===== config.mk =====
export PLATFORM = sky130hd
export DESIGN_NAME = radar_roi_streamer_flat
export DESIGN_NICKNAME = d
export VERILOG_FILES = /design/src/rtl/radar_roi_pkg.sv /design/src/rtl/radar_roi_if.sv /design/src/rtl/radar_roi_fifo.sv /design/src/rtl/radar_roi_streamer.sv /design/src/flat_wrapper.sv
export SDC_FILE = /design/constraint.sdc
export NUM_CORES = 1
export LEC_CHECK = 0
export ABC_AREA = 1
export CAP_MARGIN = 20
export CORE_AREA = 2 2 99 101
export DETAILED_ROUTE_END_ITERATION = 8
export DIE_AREA = 0 0 101 103
export GPL_ROUTABILITY_DRIVEN = 0
export PLACE_DENSITY = 0.77
export SLEW_MARGIN = 20
export SYNTH_ARGS = -nofsm -noshare
export SYNTH_HDL_FRONTEND = slang
export SYNTH_SLANG_ARGS = --single-unit

===== constraint.sdc =====
create_clock -name clk -period 2.1 [get_ports clk]
set_clock_uncertainty 0.05 [all_clocks]
set_input_delay 0.315 -clock clk [delete_from_list [all_inputs] [get_ports clk]]
set_output_delay 0.315 -clock clk [all_outputs]
set_load 0.005 [all_outputs]

===== src/rtl/radar_roi_pkg.sv =====
// Shared types and width helpers for the radar ROI streamer slice.
package radar_roi_pkg;

  typedef enum logic [1:0] {
    IDLE  = 2'd0,
    ISSUE = 2'd1,
    DRAIN = 2'd2
  } state_e;

  // Each FIFO entry carries the start/end framing flags next to the pixel.
  localparam int unsigned TAG_W = 2;

  function automatic int unsigned entry_w(input int unsigned data_w, input int unsigned ch_w);
    return data_w + ch_w + TAG_W;
  endfunction

endpackage


===== src/rtl/radar_roi_if.sv =====
// Pixel output stream: valid/ready handshake with channel tag and framing.
interface radar_roi_if #(
  parameter int DATA_W = 16,
  parameter int CH_W   = 2
);
  logic [DATA_W-1:0] pixel_out;
  logic [CH_W-1:0]   chan_out;
  logic              pixel_valid;
  logic              pixel_ready;
  logic              data_start;
  logic              data_end;

  modport master (
    output pixel_out, chan_out, pixel_valid, data_start, data_end,
    input  pixel_ready
  );

  modport slave (
    input  pixel_out, chan_out, pixel_valid, data_start, data_end,
    output pixel_ready
  );
endinterface


===== src/rtl/radar_roi_fifo.sv =====
// Two-entry FIFO holding read data plus tags between the frame buffer and the stream.
module radar_roi_fifo #(
  parameter int W = 20
) (
  input  logic         clk,
  input  logic         rst_n,
  input  logic         push,
  input  logic [W-1:0] wdata,
  input  logic         pop,
  output logic [W-1:0] rdata,
  output logic [1:0]   count
);
  logic [W-1:0] mem [2];
  logic         wr_ptr;
  logic         rd_ptr;

  always_ff @(posedge clk) begin
    if (!rst_n) begin
      mem[0] <= '0;
      mem[1] <= '0;
      wr_ptr <= 1'b0;
      rd_ptr <= 1'b0;
      count  <= '0;
    end else begin
      if (push) begin
        mem[wr_ptr] <= wdata;
        wr_ptr      <= ~wr_ptr;
      end
      if (pop) rd_ptr <= ~rd_ptr;
      count <= count + {1'b0, push} - {1'b0, pop};
    end
  end

  assign rdata = mem[rd_ptr];
endmodule


===== src/rtl/radar_roi_streamer.sv =====
// Streams a rectangular window of one or more frame-buffer channels with
// start/end framing and downstream backpressure.
module radar_roi_streamer
  import radar_roi_pkg::*;
#(
  parameter int ROWS     = 64,
  parameter int COLS     = 64,
  parameter int CHANNELS = 4,
  parameter int DATA_W   = 16,
  localparam int ROW_W   = $clog2(ROWS),
  localparam int COL_W   = $clog2(COLS),
  localparam int CH_W    = $clog2(CHANNELS),
  localparam int ADDR_W  = CH_W + ROW_W + COL_W
) (
  input  logic                clk,
  input  logic                rst_n,
  input  logic                start,
  input  logic [ROW_W-1:0]    row_idx1,
  input  logic [ROW_W-1:0]    row_idx2,
  input  logic [COL_W-1:0]    col_idx1,
  input  logic [COL_W-1:0]    col_idx2,
  input  logic [CHANNELS-1:0] channel_mask,
  output logic                busy,
  output logic                err,
  output logic                mem_rd_en,
  output logic [ADDR_W-1:0]   mem_addr,
  input  logic [DATA_W-1:0]   mem_rdata,
  radar_roi_if.master         pix
);
  localparam int ENTRY_W = entry_w(DATA_W, CH_W);

  state_e              state;
  logic [ROW_W-1:0]    r1_q, r2_q, row_q;
  logic [COL_W-1:0]    c1_q, c2_q, col_q;
  logic [CHANNELS-1:0] mask_q;
  logic [CH_W-1:0]     ch_q, rd_ch;
  logic                first_q, outstanding, rd_first, rd_last, err_q;

  logic                req_ok, issue, pop, last_addr, has_next;
  logic [CH_W-1:0]     first_set, next_set;
  logic [1:0]          fifo_count;
  logic [ENTRY_W-1:0]  fifo_in, fifo_head;

  assign req_ok = (row_idx1 <= row_idx2) && (col_idx1 <= col_idx2) &&
                  (int'(row_idx2) < ROWS) && (int'(col_idx2) < COLS) &&
                  (|channel_mask);

  // Descending scan so the final hit is the lowest qualifying channel.
  always_comb begin
    first_set = '0;
    next_set  = '0;
    has_next  = 1'b0;
    for (int unsigned i = CHANNELS; i > 0; i--) begin
      if (channel_mask[i-1]) first_set = CH_W'(i-1);
      if (mask_q[i-1] && (CH_W'(i-1) > ch_q)) begin
        next_set = CH_W'(i-1);
        has_next = 1'b1;
      end
    end
  end

  assign pop       = pix.pixel_valid & pix.pixel_ready;
  // Credit: FIFO occupancy plus in-flight read, net of this cycle's pop, must leave room.
  assign issue     = (state == ISSUE) &&
                     (({1'b0, fifo_count} + {2'b0, outstanding}) < (3'd2 + {2'b0, pop}));
  assign last_addr = !has_next && (row_q == r2_q) && (col_q == c2_q);

  always_ff @(posedge clk) begin
    if (!rst_n) begin
      state       <= IDLE;
      r1_q        <= '0;
      r2_q        <= '0;
      row_q       <= '0;
      c1_q        <= '0;
      c2_q        <= '0;
      col_q       <= '0;
      mask_q      <= '0;
      ch_q        <= '0;
      first_q     <= 1'b0;
      outstanding <= 1'b0;
      rd_ch       <= '0;
      rd_first    <= 1'b0;
      rd_last     <= 1'b0;
      err_q       <= 1'b0;
    end else begin
      err_q       <= (state == IDLE) && start && !req_ok;
      outstanding <= issue;
      rd_ch       <= ch_q;
      rd_first    <= first_q;
      rd_last     <= last_addr;
      case (state)
        IDLE: begin
          if (start && req_ok) begin
            r1_q    <= row_idx1;
            r2_q    <= row_idx2;
            c1_q    <= col_idx1;
            c2_q    <= col_idx2;
            mask_q  <= channel_mask;
            row_q   <= row_idx1;
            col_q   <= col_idx1;
            ch_q    <= first_set;
            first_q <= 1'b1;
            state   <= ISSUE;
          end
        end
        ISSUE: begin
          if (issue) begin
            first_q <= 1'b0;
            if (col_q != c2_q) begin
              col_q <= col_q + COL_W'(1);
            end else begin
              col_q <= c1_q;
              if (row_q != r2_q) begin
                row_q <= row_q + ROW_W'(1);
              end else begin
                row_q <= r1_q;
                ch_q  <= next_set;
              end
            end
            if (last_addr) state <= DRAIN;
          end
        end
        DRAIN: begin
          if (pop && pix.data_end) state <= IDLE;
        end
        default: state <= IDLE;
      endcase
    end
  end

  assign fifo_in = {rd_first, rd_last, rd_ch, mem_rdata};

  radar_roi_fifo #(.W(ENTRY_W)) u_fifo (
    .clk   (clk),
    .rst_n (rst_n),
    .push  (outstanding),
    .wdata (fifo_in),
    .pop   (pop),
    .rdata (fifo_head),
    .count (fifo_count)
  );

  assign busy            = (state != IDLE);
  assign err             = err_q;
  assign mem_rd_en       = issue;
  assign mem_addr        = {ch_q, row_q, col_q};
  assign pix.pixel_valid = (fifo_count != 2'd0);
  assign pix.pixel_out   = fifo_head[DATA_W-1:0];
  assign pix.chan_out    = fifo_head[DATA_W +: CH_W];
  assign pix.data_end    = fifo_head[DATA_W+CH_W];
  assign pix.data_start  = fifo_head[DATA_W+CH_W+1];
endmodule

===== src/flat_wrapper.sv =====
// flat-port wrapper written by rule: the top's interface ports become plain ports
module radar_roi_streamer_flat import radar_roi_pkg::*;
#(
  parameter int ROWS     = 64,
  parameter int COLS     = 64,
  parameter int CHANNELS = 4,
  parameter int DATA_W   = 16,
  localparam int ROW_W   = $clog2(ROWS),
  localparam int COL_W   = $clog2(COLS),
  localparam int CH_W    = $clog2(CHANNELS),
  localparam int ADDR_W  = CH_W + ROW_W + COL_W
)
  (clk, rst_n, start, row_idx1, row_idx2, col_idx1, col_idx2, channel_mask, busy, err, mem_rd_en, mem_addr, mem_rdata, pix_pixel_out, pix_chan_out, pix_pixel_valid, pix_data_start, pix_data_end, pix_pixel_ready);
  radar_roi_if #(.DATA_W(DATA_W)) pix_i ();
  input  logic clk;
  input  logic rst_n;
  input  logic start;
  input  logic [ROW_W-1:0] row_idx1;
  input  logic [ROW_W-1:0] row_idx2;
  input  logic [COL_W-1:0] col_idx1;
  input  logic [COL_W-1:0] col_idx2;
  input  logic [CHANNELS-1:0] channel_mask;
  output logic busy;
  output logic err;
  output logic mem_rd_en;
  output logic [ADDR_W-1:0] mem_addr;
  input  logic [DATA_W-1:0] mem_rdata;
  output wire logic [$bits(pix_i.pixel_out)-1:0] pix_pixel_out;
  output wire logic [$bits(pix_i.chan_out)-1:0] pix_chan_out;
  output wire logic [$bits(pix_i.pixel_valid)-1:0] pix_pixel_valid;
  output wire logic [$bits(pix_i.data_start)-1:0] pix_data_start;
  output wire logic [$bits(pix_i.data_end)-1:0] pix_data_end;
  input wire logic [$bits(pix_i.pixel_ready)-1:0] pix_pixel_ready;
  assign pix_pixel_out = pix_i.pixel_out;
  assign pix_chan_out = pix_i.chan_out;
  assign pix_pixel_valid = pix_i.pixel_valid;
  assign pix_data_start = pix_i.data_start;
  assign pix_data_end = pix_i.data_end;
  assign pix_i.pixel_ready = pix_pixel_ready;
  radar_roi_streamer #(.ROWS(ROWS), .COLS(COLS), .CHANNELS(CHANNELS), .DATA_W(DATA_W)) u_core (.clk(clk), .rst_n(rst_n), .start(start), .row_idx1(row_idx1), .row_idx2(row_idx2), .col_idx1(col_idx1), .col_idx2(col_idx2), .channel_mask(channel_mask), .busy(busy), .err(err), .mem_rd_en(mem_rd_en), .mem_addr(mem_addr), .mem_rdata(mem_rdata), .pix(pix_i));
endmodule

# After elaboration in Yosys (flattened, before gate mapping)
# Memories as Yosys holds them, arrays and structs flattened. A register that Yosys moved wholly into a read port is not among the register bits.
# Index checks and enable logic that the tools add are counted.
[op_classes]
add_sub_neg = 6
eq_ne = 12
bitwise_logic = 3
muxes = 43
order_cmp = 7
n_reduce_logical = 26
[ops]
columns = ["operator", "n"]
rows = [
  ["$mux W6", 7],
  ["$mux W2", 16],
  ["$pmux W6 S2", 2],
  ["$mux W20", 1],
  ["$reduce_or A20 Y1", 1],
  ["$mux W1", 14],
  ["$logic_and A1 B1 Y1", 13],
  ["$add A6 B1 Y6 const B", 2],
  ["$eq A6 B6 Y1", 2],
  ["$le A6 B6 Y1", 2],
  ["$ne A6 B6 Y1", 2],
  ["$ne A2 B2 Y1 const B", 4],
  ["$reduce_and A4 Y1", 2],
  ["$pmux W2 S3", 1],
  ["$reduce_bool A2 Y1", 3],
  ["$reduce_and A5 Y1", 1],
  ["$gt A1 B2 Y1 const A", 2],
  ["$gt A2 B2 Y1 const A", 2],
  ["$ne A2 B1 Y1 const B", 2],
  ["$pmux W2 S2", 1],
  ["$reduce_or A4 Y1", 1],
  ["$add A2 B1 Y3", 1],
  ["$add A2 B1 Y3 const A", 1],
  ["$lt A3 B3 Y1", 1],
  ["11 further kinds", 13],
]
[totals]
regBits = 55
output_inout_bits = 38
mem_count = 1
mem_bits_rw = 40
elab_cells = 116
inputBits = 48
[memory_table]
columns = ["memory", "depth", "word_bits", "rd", "rd_clocked_by_memory_dff", "write_ports", "line_no", "text"]
rows = [
  ["u_core.u_fifo.mem", 2, 20, 1, 1, 2, "radar_roi_fifo.sv:13", "logic [W-1:0] mem [2];"],
]

# Logic depth before layout (Yosys ltp)
# Gate-level depths: netlist (run 1).
[logic_depth]
depth_word = 12
ltp_mapped = 15
depth_no_buf = 14

# Cells and area by module
# Synthesis (run 1) repeated with hierarchy kept, for this count alone.
[hier_totals]
hier_cells = 582
area_unflattened_um2 = 4867.2
[by_module_without_submodules]
columns = ["mod", "area_each_um2", "instances", "cells_each", "seq_area_each_um2"]
rows = [
  ["radar_roi_streamer", 2835.2, 1, 425, 1001.0],
  ["radar_roi_fifo", 2031.9, 1, 157, 1301.2],
]

# Worst setup path after synthesis (run 1)
# Ideal clock, no wire load.
[synth_timing]
kind = "in2reg"
start = "in row_idx2[5]"
end = "reg u_core.c1_q[4]"
arrival_time_ns = 1.649
cell_stages = 12
setup_ns = 0.119
path_slack_ns = 0.281
t_required_ns = 1.931
n_path_buf = 2
path_cell_list = "inv_1 ha_1 nand2_2 inv_1 nand2_1 nand3_1 nand2_2 nand4_4 nor2_4 buf_6 buf_4 a21oi_1"
[synth_via]
elab_chain_len = 5
[synth_lines]
columns = ["item", "line_no", "text"]
rows = [
  ["from (decl)", "flat_wrapper.sv:19", "input logic [ROW_W-1:0] row_idx2;"],
  ["$le A6 B6 Y1", "radar_roi_streamer.sv:44", "assign req_ok = (row_idx1 <= row_idx2) && (col_idx1 <= col_idx2) &&"],
  ["$logic_and A1 B1 Y1", "radar_roi_streamer.sv:44", ""],
  ["$logic_and A1 B1 Y1", "radar_roi_streamer.sv:45", "(int'(row_idx2) < ROWS) && (int'(col_idx2) < COLS) &&"],
  ["$logic_and A1 B1 Y1", "radar_roi_streamer.sv:93", "if (start && req_ok) begin"],
  ["$reduce_and A2 Y1 (no line)", "n/a", ""],
  ["to (signal assigned)", "radar_roi_streamer.sv:96", "c1_q <= col_idx1;"],
  ["to (decl)", "radar_roi_streamer.sv:34", "logic [COL_W-1:0] c1_q, c2_q, col_q;"],
]
# No other way between the ends.
# A chain may end at the register's enable or synchronous reset.

# Worst setup path after layout (run 1)
[layout_timing]
start = "reg u_core.u_fifo.count[0]"
end = "out mem_rd_en"
[layout_via]
elab_chain_len = 5
elab_cells_between_ends = 6
cone_classes = "add/sub (2); order compare (1); bitwise (1); reduce/logical (2)"
[layout_lines]
columns = ["item", "line_no", "text"]
rows = [
  ["from (decl)", "radar_roi_fifo.sv:11", "output logic [1:0] count"],
  ["from (signal assigned)", "radar_roi_fifo.sv:30", "count <= count + {1'b0, push} - {1'b0, pop};"],
  ["$reduce_bool A2 Y1", "radar_roi_streamer.sv:147", "assign pix.pixel_valid = (fifo_count != 2'd0);"],
  ["$and A1 B1 Y1", "radar_roi_streamer.sv:62", "assign pop = pix.pixel_valid & pix.pixel_ready;"],
  ["$add A2 B1 Y3", "radar_roi_streamer.sv:65", "(({1'b0, fifo_count} + {2'b0, outstanding}) < (3'd2 + {2'b0, pop}));"],
  ["$lt A3 B3 Y1 *", "radar_roi_streamer.sv:65", ""],
  ["$logic_and A1 B1 Y1 *", "radar_roi_streamer.sv:64", "assign issue = (state == ISSUE) &&"],
  ["to (decl)", "flat_wrapper.sv:25", "output logic mem_rd_en;"],
]
# Mark *: on every way between the ends. The rest lies on a longest branch, timed or not.

==> summary.md, run 1 <==
| Metric | Value |
|---|---|
| Share of cells above drive strength 1 | 22.3% |
| R2r startpoint | u_core.state[0]$_SDFFE_PN0P_ |
| Final std cells w/o fill | approximately 840 |
| Core region area | 9460 um2 |
| Area grow syn2layout | 39.6% |
| Row count | 36 |
| Via count | 4488 |
| Post-Place Worst Slack | -0.289 ns |
| CP endpoint kind | output port |
| Clock transition at path regs | 0.10 ns |
| Synth top cells by count | nand2_1, nor2_1, inv_1 |
| Placed cells | 807 |
| Syn_area_per_cell | 8.26 um2 |
| Clk_lat worst skew | 0.36 ns |
| Total wire length | 12400 um |
| Post-synthesis async set-or-reset flop share | 0% |
| Worst R2R Path Depth | 8 |
| Post-synth top area share | 24.6% |
| Status | finished clean |
| Hold buffer count at CTS | 0 |
| CTS H-tree lvls | 3 |
| Total CTS buffers | 9 |
| Clock tree buffer depth | 2 |
| EDFF count, synth | 40 |
| Fin. max-slew vios | 0 |
| Worst-margin pin slew | 0.454 ns |
| R2R setup slack | 0.07 ns |
| CTS root buffer | clkbuf_8 |
| Initial antenna violation count | 0 |
| Setup WS post-layout | 0.0127 ns |
| Worst vdd ir | 0.000499 V |
| Yosys top cell by area | edfxtp_1 |
| Die H | a little over 100 um |
| CTS sink count | 95 |
| FMAX | 479 MHz |
| Power Total | 7.17 mW |
| Yosys reg bits | 95 |
| Final HPWL DP | 7740 um |
| Reg-to-reg critical path endpoint | u_core.ch_q[0]$_SDFFE_PN0P_ |
| TritonRoute pass-1 iters | 5 |
| Maxcap violations | 0 |
| Ranking of synthesized cells by area | edfxtp_1, dfxtp_1, nand2_1 |
| CTS tree | done |
| Mapped Area | 4870 um2 |
| Fin nets | a little under 800 |
| Post-DP Area | 6060 um2 |
| Period utilization | 99.4% |
| Synth Flop Type | dfxtp_1 |
| 1st-iter DRT viols | 258 |
| Full die area | 10400 um2 |
| Vias in the first global route | 4238 |
| Post-synth net total | 656 |
| Final setup violation count | 0 |
| Min-Delay Startpoint | col_idx2[1] |
| Register area share after synthesis | a little under half |
| Setup TNS | 0 ns |
| DRC violations left | 0 |
| I/O Pins | 86 |
| Hold depth | 3 |
| Synth Warn # | 0 |
| Yosys cell types | 36 |
| Final Instance Area | 6810 um2 |
| Die Width | 101 um |
| Number of port buffers | 85 |
| Worst Setup Start Kind | register |
| Final ANT Viol Nets | 0 |
| First-pass GRT wire length | 18200 um |
| DR WL/cell | 14.7 um |
| Overflow left after global routing | 0 |
| Ant diodes | 0 |
| Gr usage total | 22.1% |
| Syn Inst Count | 590 |
| Hold Vio Cnt, Final | 0 |
| Initial Utilization | 51.5% |
| Required @ worst endpoint | 1.74 ns |
| Power Dens Cells | 1050 nW/um2 |
| Min Tclk post-route | between 2 and 2.5 ns |
| Critical Path Fanout Max | 2 |
| Leak | 3.14 nW |
| Relative slew margins | 69.7% |
| Hold WC Path Type | primary input to register |
| Vias/cell | 5.32 |
| Hold EP | u_core.c2_q[1]$_SDFFE_PN0P_ |
| Largest net degree at the start of global routing | 33 |
| Crit Path Category | register to output port |
| CP Data Arrival Time | 1.72 ns |
[stage by stage]
step	util, %	hold slack, ns
floorplan	-	0.357
global placement	64.0	0.371
detailed placement	64.0	0.370
CTS	67.1	0.399
global route	71.9	0.232
finish	71.9	0.202
[layer usage]
layer / vias up / wire [um] / track usage (%)
li1: 2175 / - / -
met1: 2113 / 5010 / 25.6
met2: 175 / 6440 / 41.1
met3: 25 / 691 / 3.05
met4: 0 / 252 / 8.94
met5: - / 0 / 0
[worst max-delay path by stage]
stage	from	end	slack [ns]	cells past startpoint
floorplan	row_idx2[5]	u_core.c1_q[4]$_SDFFE_PN0P_	0.28	12
CTS	u_core.u_fifo.count[0]$_SDFF_PN0_	mem_rd_en	-0.05	7
finish	u_core.u_fifo.count[0]$_SDFF_PN0_	mem_rd_en	0.01	7
global placement	row_idx2[3]	u_core.first_q$_SDFFE_PN0P_	-0.20	13
detailed placement	row_idx2[5]	u_core.r1_q[0]$_SDFFE_PN0P_	-0.29	13
global route	col_idx1[0]	u_core.ch_q[0]$_SDFFE_PN0P_	-0.06	14
[cell type report]
| cell class | count | area (um2) |
|---|---|---|
| clock buffers | 9 | 124 |
| fillers | 675 | 2650 |
| clock inverters | 7 | 52.6 |
| flip-flops and latches | 95 | 2310 |
| multi-input cells | 384 | 2390 |
| well taps | 114 | 143 |
| inverters | 90 | 343 |
| repair buffers | 145 | 1450 |
[power by group]
part	switching [mW]	total, mW	internal, mW
Sequential	0.331	2.59	2.26
Combinational	1.86	3.46	1.60
Clock	0.681	1.13	0.444
[placed cells by master (no fill, tap or decap), drive strengths merged]
cell           instances
a211oi                 1
a21oi                 40
a22oi                  1
a31oi                  1
buf                   57
clkbuf                12
clkdlybuf4s15          1
clkdlybuf4s50         70
clkinv                 3
dfxtp                 55
dlymetal6s2s          14
edfxtp                40
ha                    18
inv                   94
mux2                  19
nand2                102
nand3                 24
nand4                  5
nor2                  99
nor3                  12
o211ai                 2
o21a                   1
o21ai                 40
o21bai                 2
o22ai                  2
xnor2                  2
xor2                  13
[registers in the layout (all words and copies together), names as in the netlist, 2 cells and up, named ones only]
name and cells:
u_core.u_fifo.mem 40, u_core.col_q 6, u_core.r1_q 6, u_core.row_q 6, u_core.ch_q 2, u_core.rd_ch 2, u_core.r2_q 6, u_core.c1_q 6
u_core.mask_q 3, u_core.c2_q 6, u_core.u_fifo.count 2, u_core.state 2
[cell families after synthesis]
kind of cell    share of synthesized area (%)
compound gates                           9.83
xor+xnor                                 2.70
fa+ha+maj                                4.62
buf+inv                                  9.91
flops                                    47.2
mux                                      4.39
simple gates                             21.3
[critical path, stage by stage (launching register included)]
cell	delay [ns]
dfxtp_2	0.35
ha_4	0.16
ha_4	0.22
a21oi_4	0.18
nand2_2	0.08
buf_6	0.12
inv_4	0.05
clkdlybuf4s15_2	0.19
[repair_timing]
item                                    CTS  global route
endpoints found under the setup margin    2            45
gates cloned                              1             4
gates resized for setup                  16            66
pin swaps                                 5            19
buffers inserted                          8            10
hold endpoints to repair                  0             0
Note: power is estimated with default switching activity, not from simulation.
==> run 2, diff against run 1 <==
CAP_MARGIN = default   (was 20)
REMOVE_ABC_BUFFERS = 1   (was default)
==> summary.md, run 2 (same netlist as run 1, synthesis figures left out) <==
| Metric | Value |
|---|---|
| Status | finished clean |
| Crit Path Category | register to output port |
| Critical Path Fanout Max | 10 (+8) |
| Initial antenna violation count | 0 (unchanged) |
| Via count | 4491 (+0.067%) |
| Period utilization | 98.7% (-0.70 points) |
| Register with the most flip-flops | u_core.u_fifo.mem |
| Fin. max-slew vios | 0 (unchanged) |
| Full die area | 10400 um2 (unchanged) |
| WHS | 0.183 ns (-0.0184 ns) |
| Setup TNS | 0 ns (unchanged) |
| Most common cell after layout, fill and taps aside | nor2_1 |
| Power Internal | 4.38 mW (+1.9%) |
| 1st-iter DRT viols | 242 (-6.2%) |
| Core Util, Final | 71.6% (-0.32 points) |
| Leak | 3.20 nW (+2.1%) |
| Gr usage total | 22.9% (+0.89 points) |
| Total wire length | 12800 um (+3.0%) |
| Ant diodes | 0 (unchanged) |
| Most frequent cells in the layout | nor2_1, nand2_1, inv_1 |
| Hold buffer count at CTS | 0 (unchanged) |
| R2r startpoint | u_core.u_fifo.count[0]$_SDFF_PN0_ |
| CP Data Arrival Time | 1.71 ns (about the same) |
| Number of port buffers | 85 (unchanged) |
| First-pass GRT wire length | 18800 um (+3.5%) |
| Largest net degree at the start of global routing | 32 (-3.0%) |
| Total CTS buffers | 9 (unchanged) |
| Die H | 103 um (unchanged) |
| Clock share of power | 15.5% (-0.2 points) |
| Min-Delay Startpoint | col_idx2[5] |
| Row count | 36 (unchanged) |
| Delay-heaviest family, CP | buffers and inverters |
| Die Width | 101 um (unchanged) |
| Hold EP | u_core.c2_q[5]$_SDFFE_PN0P_ |
| Maxcap violations | 0 (unchanged) |
| CTS tree | done |
| Reg-to-reg critical path endpoint | u_core.ch_q[1]$_SDFFE_PN0P_ |
| Hold depth | 3 (unchanged) |
| Hold Vio Cnt, Final | 0 (unchanged) |
| Relative slew margins | 69.7% (about the same) |
| Final HPWL DP | 8270 um (+6.8%) |
| Clock transition at path regs | 0.10 ns (about the same) |
| Clk_lat worst skew | 0.38 ns (+0.02 ns) |
| Slowest cell on the critical path | clkdlybuf4s50_1 |
| Final ANT Viol Nets | 0 (unchanged) |
| Initial Utilization | 51.5% (unchanged) |
| CP endpoint kind | output port |
| R2R setup slack | 0.10 ns (+0.03 ns) |
| Power Dens Cells | 1080 nW/um2 (+2.3%) |
| Sw Ratio | 40.0% (about the same) |
| Worst-margin pin slew | 0.454 ns (-0.000373 ns) |
| Min Tclk post-route | 2.07 ns (-0.0147 ns) |
| CP peak stage delay | 0.45 ns (+0.10 ns) |
| DRC violations left | 0 (unchanged) |
| Hold WC Path Type | primary input to register |
| FMAX | 482 MHz (+0.71%) |
| Vias/cell | 5.32 (about the same) |
| Buf/Inv on CP | 2 (-1) |
| CTS root buffer | clkbuf_8 |
| Final std cells w/o fill | 844 (unchanged) |
| Required @ worst endpoint | 1.74 ns (about the same) |
| Worst R2R Path Depth | 16 (+8) |
| Core region area | 9460 um2 (unchanged) |
| Area grow syn2layout | 39.0% |
| Overflow left after global routing | 0 (unchanged) |
| Max FFs per register | 40 (unchanged) |
| Clock tree buffer depth | 2 (unchanged) |
| I/O Pins | 86 (unchanged) |
| Worst vdd ir | 0.000562 V (+13%) |
| Share of cells above drive strength 1 | 21.5% (-0.82 points) |
| RSZ-0062 raised after global routing | yes |
| Gate power share | 49.0% (+0.8 points) |
| DR WL/cell | 15.1 um (+3.0%) |
| Seq pwr share | 35.5% (-0.6 points) |
| Fin nets | 791 (unchanged) |
| CTS sink count | 95 (unchanged) |
| Final setup violation count | 0 (unchanged) |
| NetSw | 2.92 mW (+1.7%) |
| Placed cells | 809 (+0.25%) |
| CTS H-tree lvls | 3 (unchanged) |
| TritonRoute pass-1 iters | 4 (-1) |
| Vias in the first global route | 4129 (-2.6%) |
| Worst Setup Start Kind | register |
| Cell Chain, Critical Path | clkbuf_16 -> mux2_2 -> clkdlybuf4s50_1 |
[run 2: changes by cell type in the layout (fill, tap and decap cells not counted), sizes merged]
| cell | delta |
|---|---|
| inv | -2 |
| buf | +2 |
| clkinv | +1 |
| clkinvlp | +1 |
| dlymetal6s2s | +4 |
| clkdlybuf4s15 | -1 |
| clkdlybuf4s50 | -5 |
| nand2 | -1 |
| clkbuf | +1 |
[run 2: metrics by stage]
step           total power, mW  instance area (um2)  setup WS (ns)
3_5_place_dp              5.60                 6100         -0.327
6_report                  7.30                 6780         0.0274
3_3_place_gp              5.48                 6100         -0.245
5_1_grt                   7.75                 6780        -0.0326
4_1_cts                   7.04                 6450       -0.00982
2_1_floorplan             4.21                 4730       -0.00878
[run 2: worst min-delay path, stage by stage]
cell,delay (ns)
dlymetal6s2s_1,0.10
inv_2,0.06
a21oi_1,0.11
[run 2: per-layer routing]
| metal | track usage, % | share of wire, % | vias to the layer above |
|---|---|---|---|
| met3 | 3.39 | 4.8 | 28 |
| met2 | 39.9 | 51 | 155 |
| met1 | 28.2 | 43 | 2144 |
| met5 | 0 | 0 | - |
| li1 | - | - | 2164 |
| met4 | 10.6 | 1.8 | 0 |
[run 2: timing repair]
action | 4_1_cts | 5_1_grt
setup buffers | 14 | 7
cloned | 1 | 4
pin swaps | 11 | 23
resized for setup | 23 | 50
setup endpoints to repair | 14 | 45
endpoints found under the hold margin | 0 | 0
[run 2: layout make-up]
cell class | instances | area, um2
clock inverter | 7 | 57.6
timing repair buffer | 146 | 1490
sequential | 95 | 2310
clock buffer | 9 | 124
inverter | 90 | 338
fill | 697 | 2680
tap | 114 | 143
multi-input combinational | 383 | 2320
[run 2: worst max path at each step]
stage / end / depth (start not counted)
2_1_floorplan: u_core.c1_q[4]$_SDFFE_PN0P_ / 11
3_3_place_gp: u_core.col_q[3]$_SDFFE_PN0P_ / 14
3_5_place_dp: u_core.r2_q[4]$_SDFFE_PN0P_ / 13
4_1_cts: u_core.ch_q[1]$_SDFFE_PN0P_ / 16
5_1_grt: u_core.r1_q[0]$_SDFFE_PN0P_ / 13
6_report: pix_pixel_out[9] / 3
[run 2: power by group through the flow]
stage / sequential, mW / combinational [mW] / clock, mW
global placement: 2.58 / 2.90 / 0
CTS: 2.56 / 3.32 / 1.16
global route: 2.62 / 3.90 / 1.23
finish: 2.59 / 3.58 / 1.13
detailed placement: 2.59 / 3.01 / 0
floorplan: 2.56 / 1.65 / 0
==> run 3, diff against run 2 <==
CORE_AREA = 2 2 104 106   (was 2 2 99 101)
DIE_AREA = 0 0 106 108   (was 0 0 101 103)
PLACE_DENSITY = 0.74   (was 0.77)
REMOVE_ABC_BUFFERS = default   (was 1)
clock period = 1.8 ns   (was 2.1 ns; I/O delays follow)
==> summary.md, run 3 (same netlist as run 1, synthesis figures left out) <==
| Metric | Value |
|---|---|
| DR WL/cell | 15.7 um (+3.5%) |
| TritonRoute pass-1 iters | 5 (+1) |
| Die Width | 106 um (+5.0%) |
| CTS tree | done |
| Status | finished with violations |
| Vias in the first global route | 4659 (+13%) |
| DRC violations left | 0 (unchanged) |
| Core region area | 10200 um2 (+8.2%) |
| Clock transition at path regs | 0.10 ns (about the same) |
| Hold Vio Cnt, Final | 0 (unchanged) |
| Worst-margin pin slew | 0.359 ns (-0.0946 ns) |
| Wire length on met1 | 5580 um (+2.6%) |
| Die H | 108 um (+4.9%) |
| Required @ worst endpoint | 1.48 ns (-0.26 ns) |
| Fin nets | 831 (+5.1%) |
| Post-DP Area | 6270 um2 (+2.8%) |
| Worst vdd ir | 0.000714 V (+27%) |
| Vias/cell | 5.16 (-3.0%) |
| Maxcap violations | 0 (unchanged) |
| Total wire length | 14200 um (+11%) |
| Worst Setup Start Kind | register |
| I/O Pins | 86 (unchanged) |
| Slowest cell on the critical path | dfxtp_2 |
| DR top layer | met4 |
| Clock tree buffer depth | 2 (unchanged) |
| Period utilization | 108% |
| Leak | 3.33 nW (+4.2%) |
| Final HPWL DP | 8020 um (-3.0%) |
| Most frequent cells in the layout | nor2_1, nand2_1, buf_4 |
| 1st-iter DRT viols | 274 (+13%) |
| WHS | 0.198 ns (+0.0151 ns) |
| Final ANT Viol Nets | 0 (unchanged) |
| CTS H-tree lvls | 3 (unchanged) |
| RSZ-0062 raised after global routing | yes |
| Critical Path Fanout Max | 2 (-8) |
| Hold WC Path Type | primary input to register |
| Power Dens Cells | 1270 nW/um2 (+18%) |
| Full die area | 11400 um2 (+10%) |
| Post-Place Worst Slack | -0.538 ns (-0.211 ns) |
| Fin. max-slew vios | 0 (unchanged) |
| Ant diodes | 0 (unchanged) |
| Via count | 4675 (+4.1%) |
| Area grow syn2layout | 47.5% |
| FMAX | slightly above 500 MHz |
| Register with the most flip-flops | u_core.u_fifo.mem |
| Initial Utilization | 47.6% (-3.9 points) |
| Final std cells w/o fill | 906 (+7.3%) |
| CP peak stage delay | 0.35 ns (-0.10 ns) |
| CTS root buffer | clkbuf_8 |
| CP Data Arrival Time | 1.63 ns (-0.08 ns) |
| Met3 routed WL | 735 um (+20%) |
| Setup WS post-layout | -0.149 ns (-0.177 ns) |
| Max FFs per register | 40 (unchanged) |
| Overflow left after global routing | 0 (unchanged) |
| Relative slew margins | 75.9% (+6.2 points) |
| Initial antenna violation count | 0 (unchanged) |
| Row count | 37 (+2.8%) |
| Failing checks | negative setup slack |
| First-pass GRT wire length | 21800 um (+16%) |
| Most common cell after layout, fill and taps aside | nor2_1 |
| DR WL met2 | 7490 um (+16%) |
| Clk_lat worst skew | 0.38 ns (about the same) |
| Largest net degree at the start of global routing | 34 (+6.3%) |
| Cell Chain, Critical Path | ha_4 -> ha_4 -> a21oi_4 -> nand2_2 -> buf_6 -> inv_4 -> buf_6 |
| Share of cells above drive strength 1 | 30.9% (+9.4 points) |
| Crit Path Category | register to output port |
| CTS sink count | 95 (unchanged) |
| Final Instance Area | 7190 um2 (+6.1%) |
| Total CTS buffers | 9 (unchanged) |
| Placed cells | 847 (+4.7%) |
| CP endpoint kind | output port |
| Min Tclk post-route | 1.95 ns |
| Final setup violation count | 4 (+4) |
| Gr usage total | 24.2% (+1.3 points) |
| Number of port buffers | 85 (unchanged) |
## run 3: changes by cell type in the layout (fill, tap and decap cells not counted), moves of 6 or more
cell / previous run / this run
a21oi_1: 38 / 32
buf_12: 5 / 11
buf_2: 1 / 16
buf_4: 51 / 76
buf_6: 2 / 12
clkdlybuf4s50_1: 65 / 39
dlygate4sd2_1: 0 / 23
dlymetal6s2s_1: 18 / 1
mux2_2: 19 / 13
mux2_4: 0 / 6
## run 3: worst max-delay path: cells and delay by family (launching register included)
kind / cells / cell delay, ns
flops: 1 / 0.35
compound gates: 1 / 0.16
fa+ha+maj: 2 / 0.37
simple gates: 1 / 0.09
buf+inv: 3 / 0.28
## run 3: metrics by stage
| stage | TNS, ns | total power, mW | util [%] |
|---|---|---|---|
| after detailed placement | -21.60 | 6.63 | 61.3 |
| after floorplan | 0 | 5.08 | - |
| final | -0.220 | 9.15 | 70.3 |
| after CTS | -0.960 | 8.79 | 69.2 |
| after global routing | -0.705 | 9.68 | 70.3 |
| after global placement | -19.56 | 6.55 | 61.3 |
## run 3: cell type report
type / instances / area (um2)
fill: 714 / 3040
multi-input combinational: 385 / 2470
sequential: 95 / 2310
timing repair buffer: 184 / 1710
inverter: 90 / 344
tap: 136 / 170
clock buffer: 9 / 124
clock inverter: 7 / 60.1
## run 3: what timing repair did
action | 4_1_cts | 5_1_grt
setup buffers | 34 | 10
hold buffers | 0 | 0
cloned | 8 | 2
pin swaps | 21 | 22
endpoints found under the setup margin | 65 | 50
endpoints found under the hold margin | 0 | 0
resized for setup | 161 | 50
## run 3: final timing paths
kind	cells after the start	end	from	slack, ns
worst min register to register	1	register	u_core.u_fifo.rd_ptr$_SDFFE_PN0P_	0.42
worst max register to register	12	u_core.ch_q[0]$_SDFFE_PN0P_	u_core.outstanding$_SDFF_PN0_	-0.03
worst max-delay path	7	mem_rd_en	u_core.outstanding$_SDFF_PN0_	-0.15
worst min-delay path	3	u_core.c2_q[0]$_SDFFE_PN0P_	col_idx2[0]	0.20
## run 3: layer usage
metal  vias up  GRT usage (%)
met3        32           3.74
met4         0           9.77
met5         -              0
met2       174           46.0
li1       2254              -
met1      2215           27.2
## run 3: power by group
| part | internal, mW | total (mW) | switching (mW) | leakage, nW |
|---|---|---|---|---|
| logic | 2.27 | 4.79 | 2.52 | 2.38 |
| registers | 2.64 | 2.99 | 0.347 | 0.867 |
| clock network | 0.530 | 1.37 | 0.837 | 0.0917 |
| total | 5.44 | 9.15 | 3.70 | 3.33 |
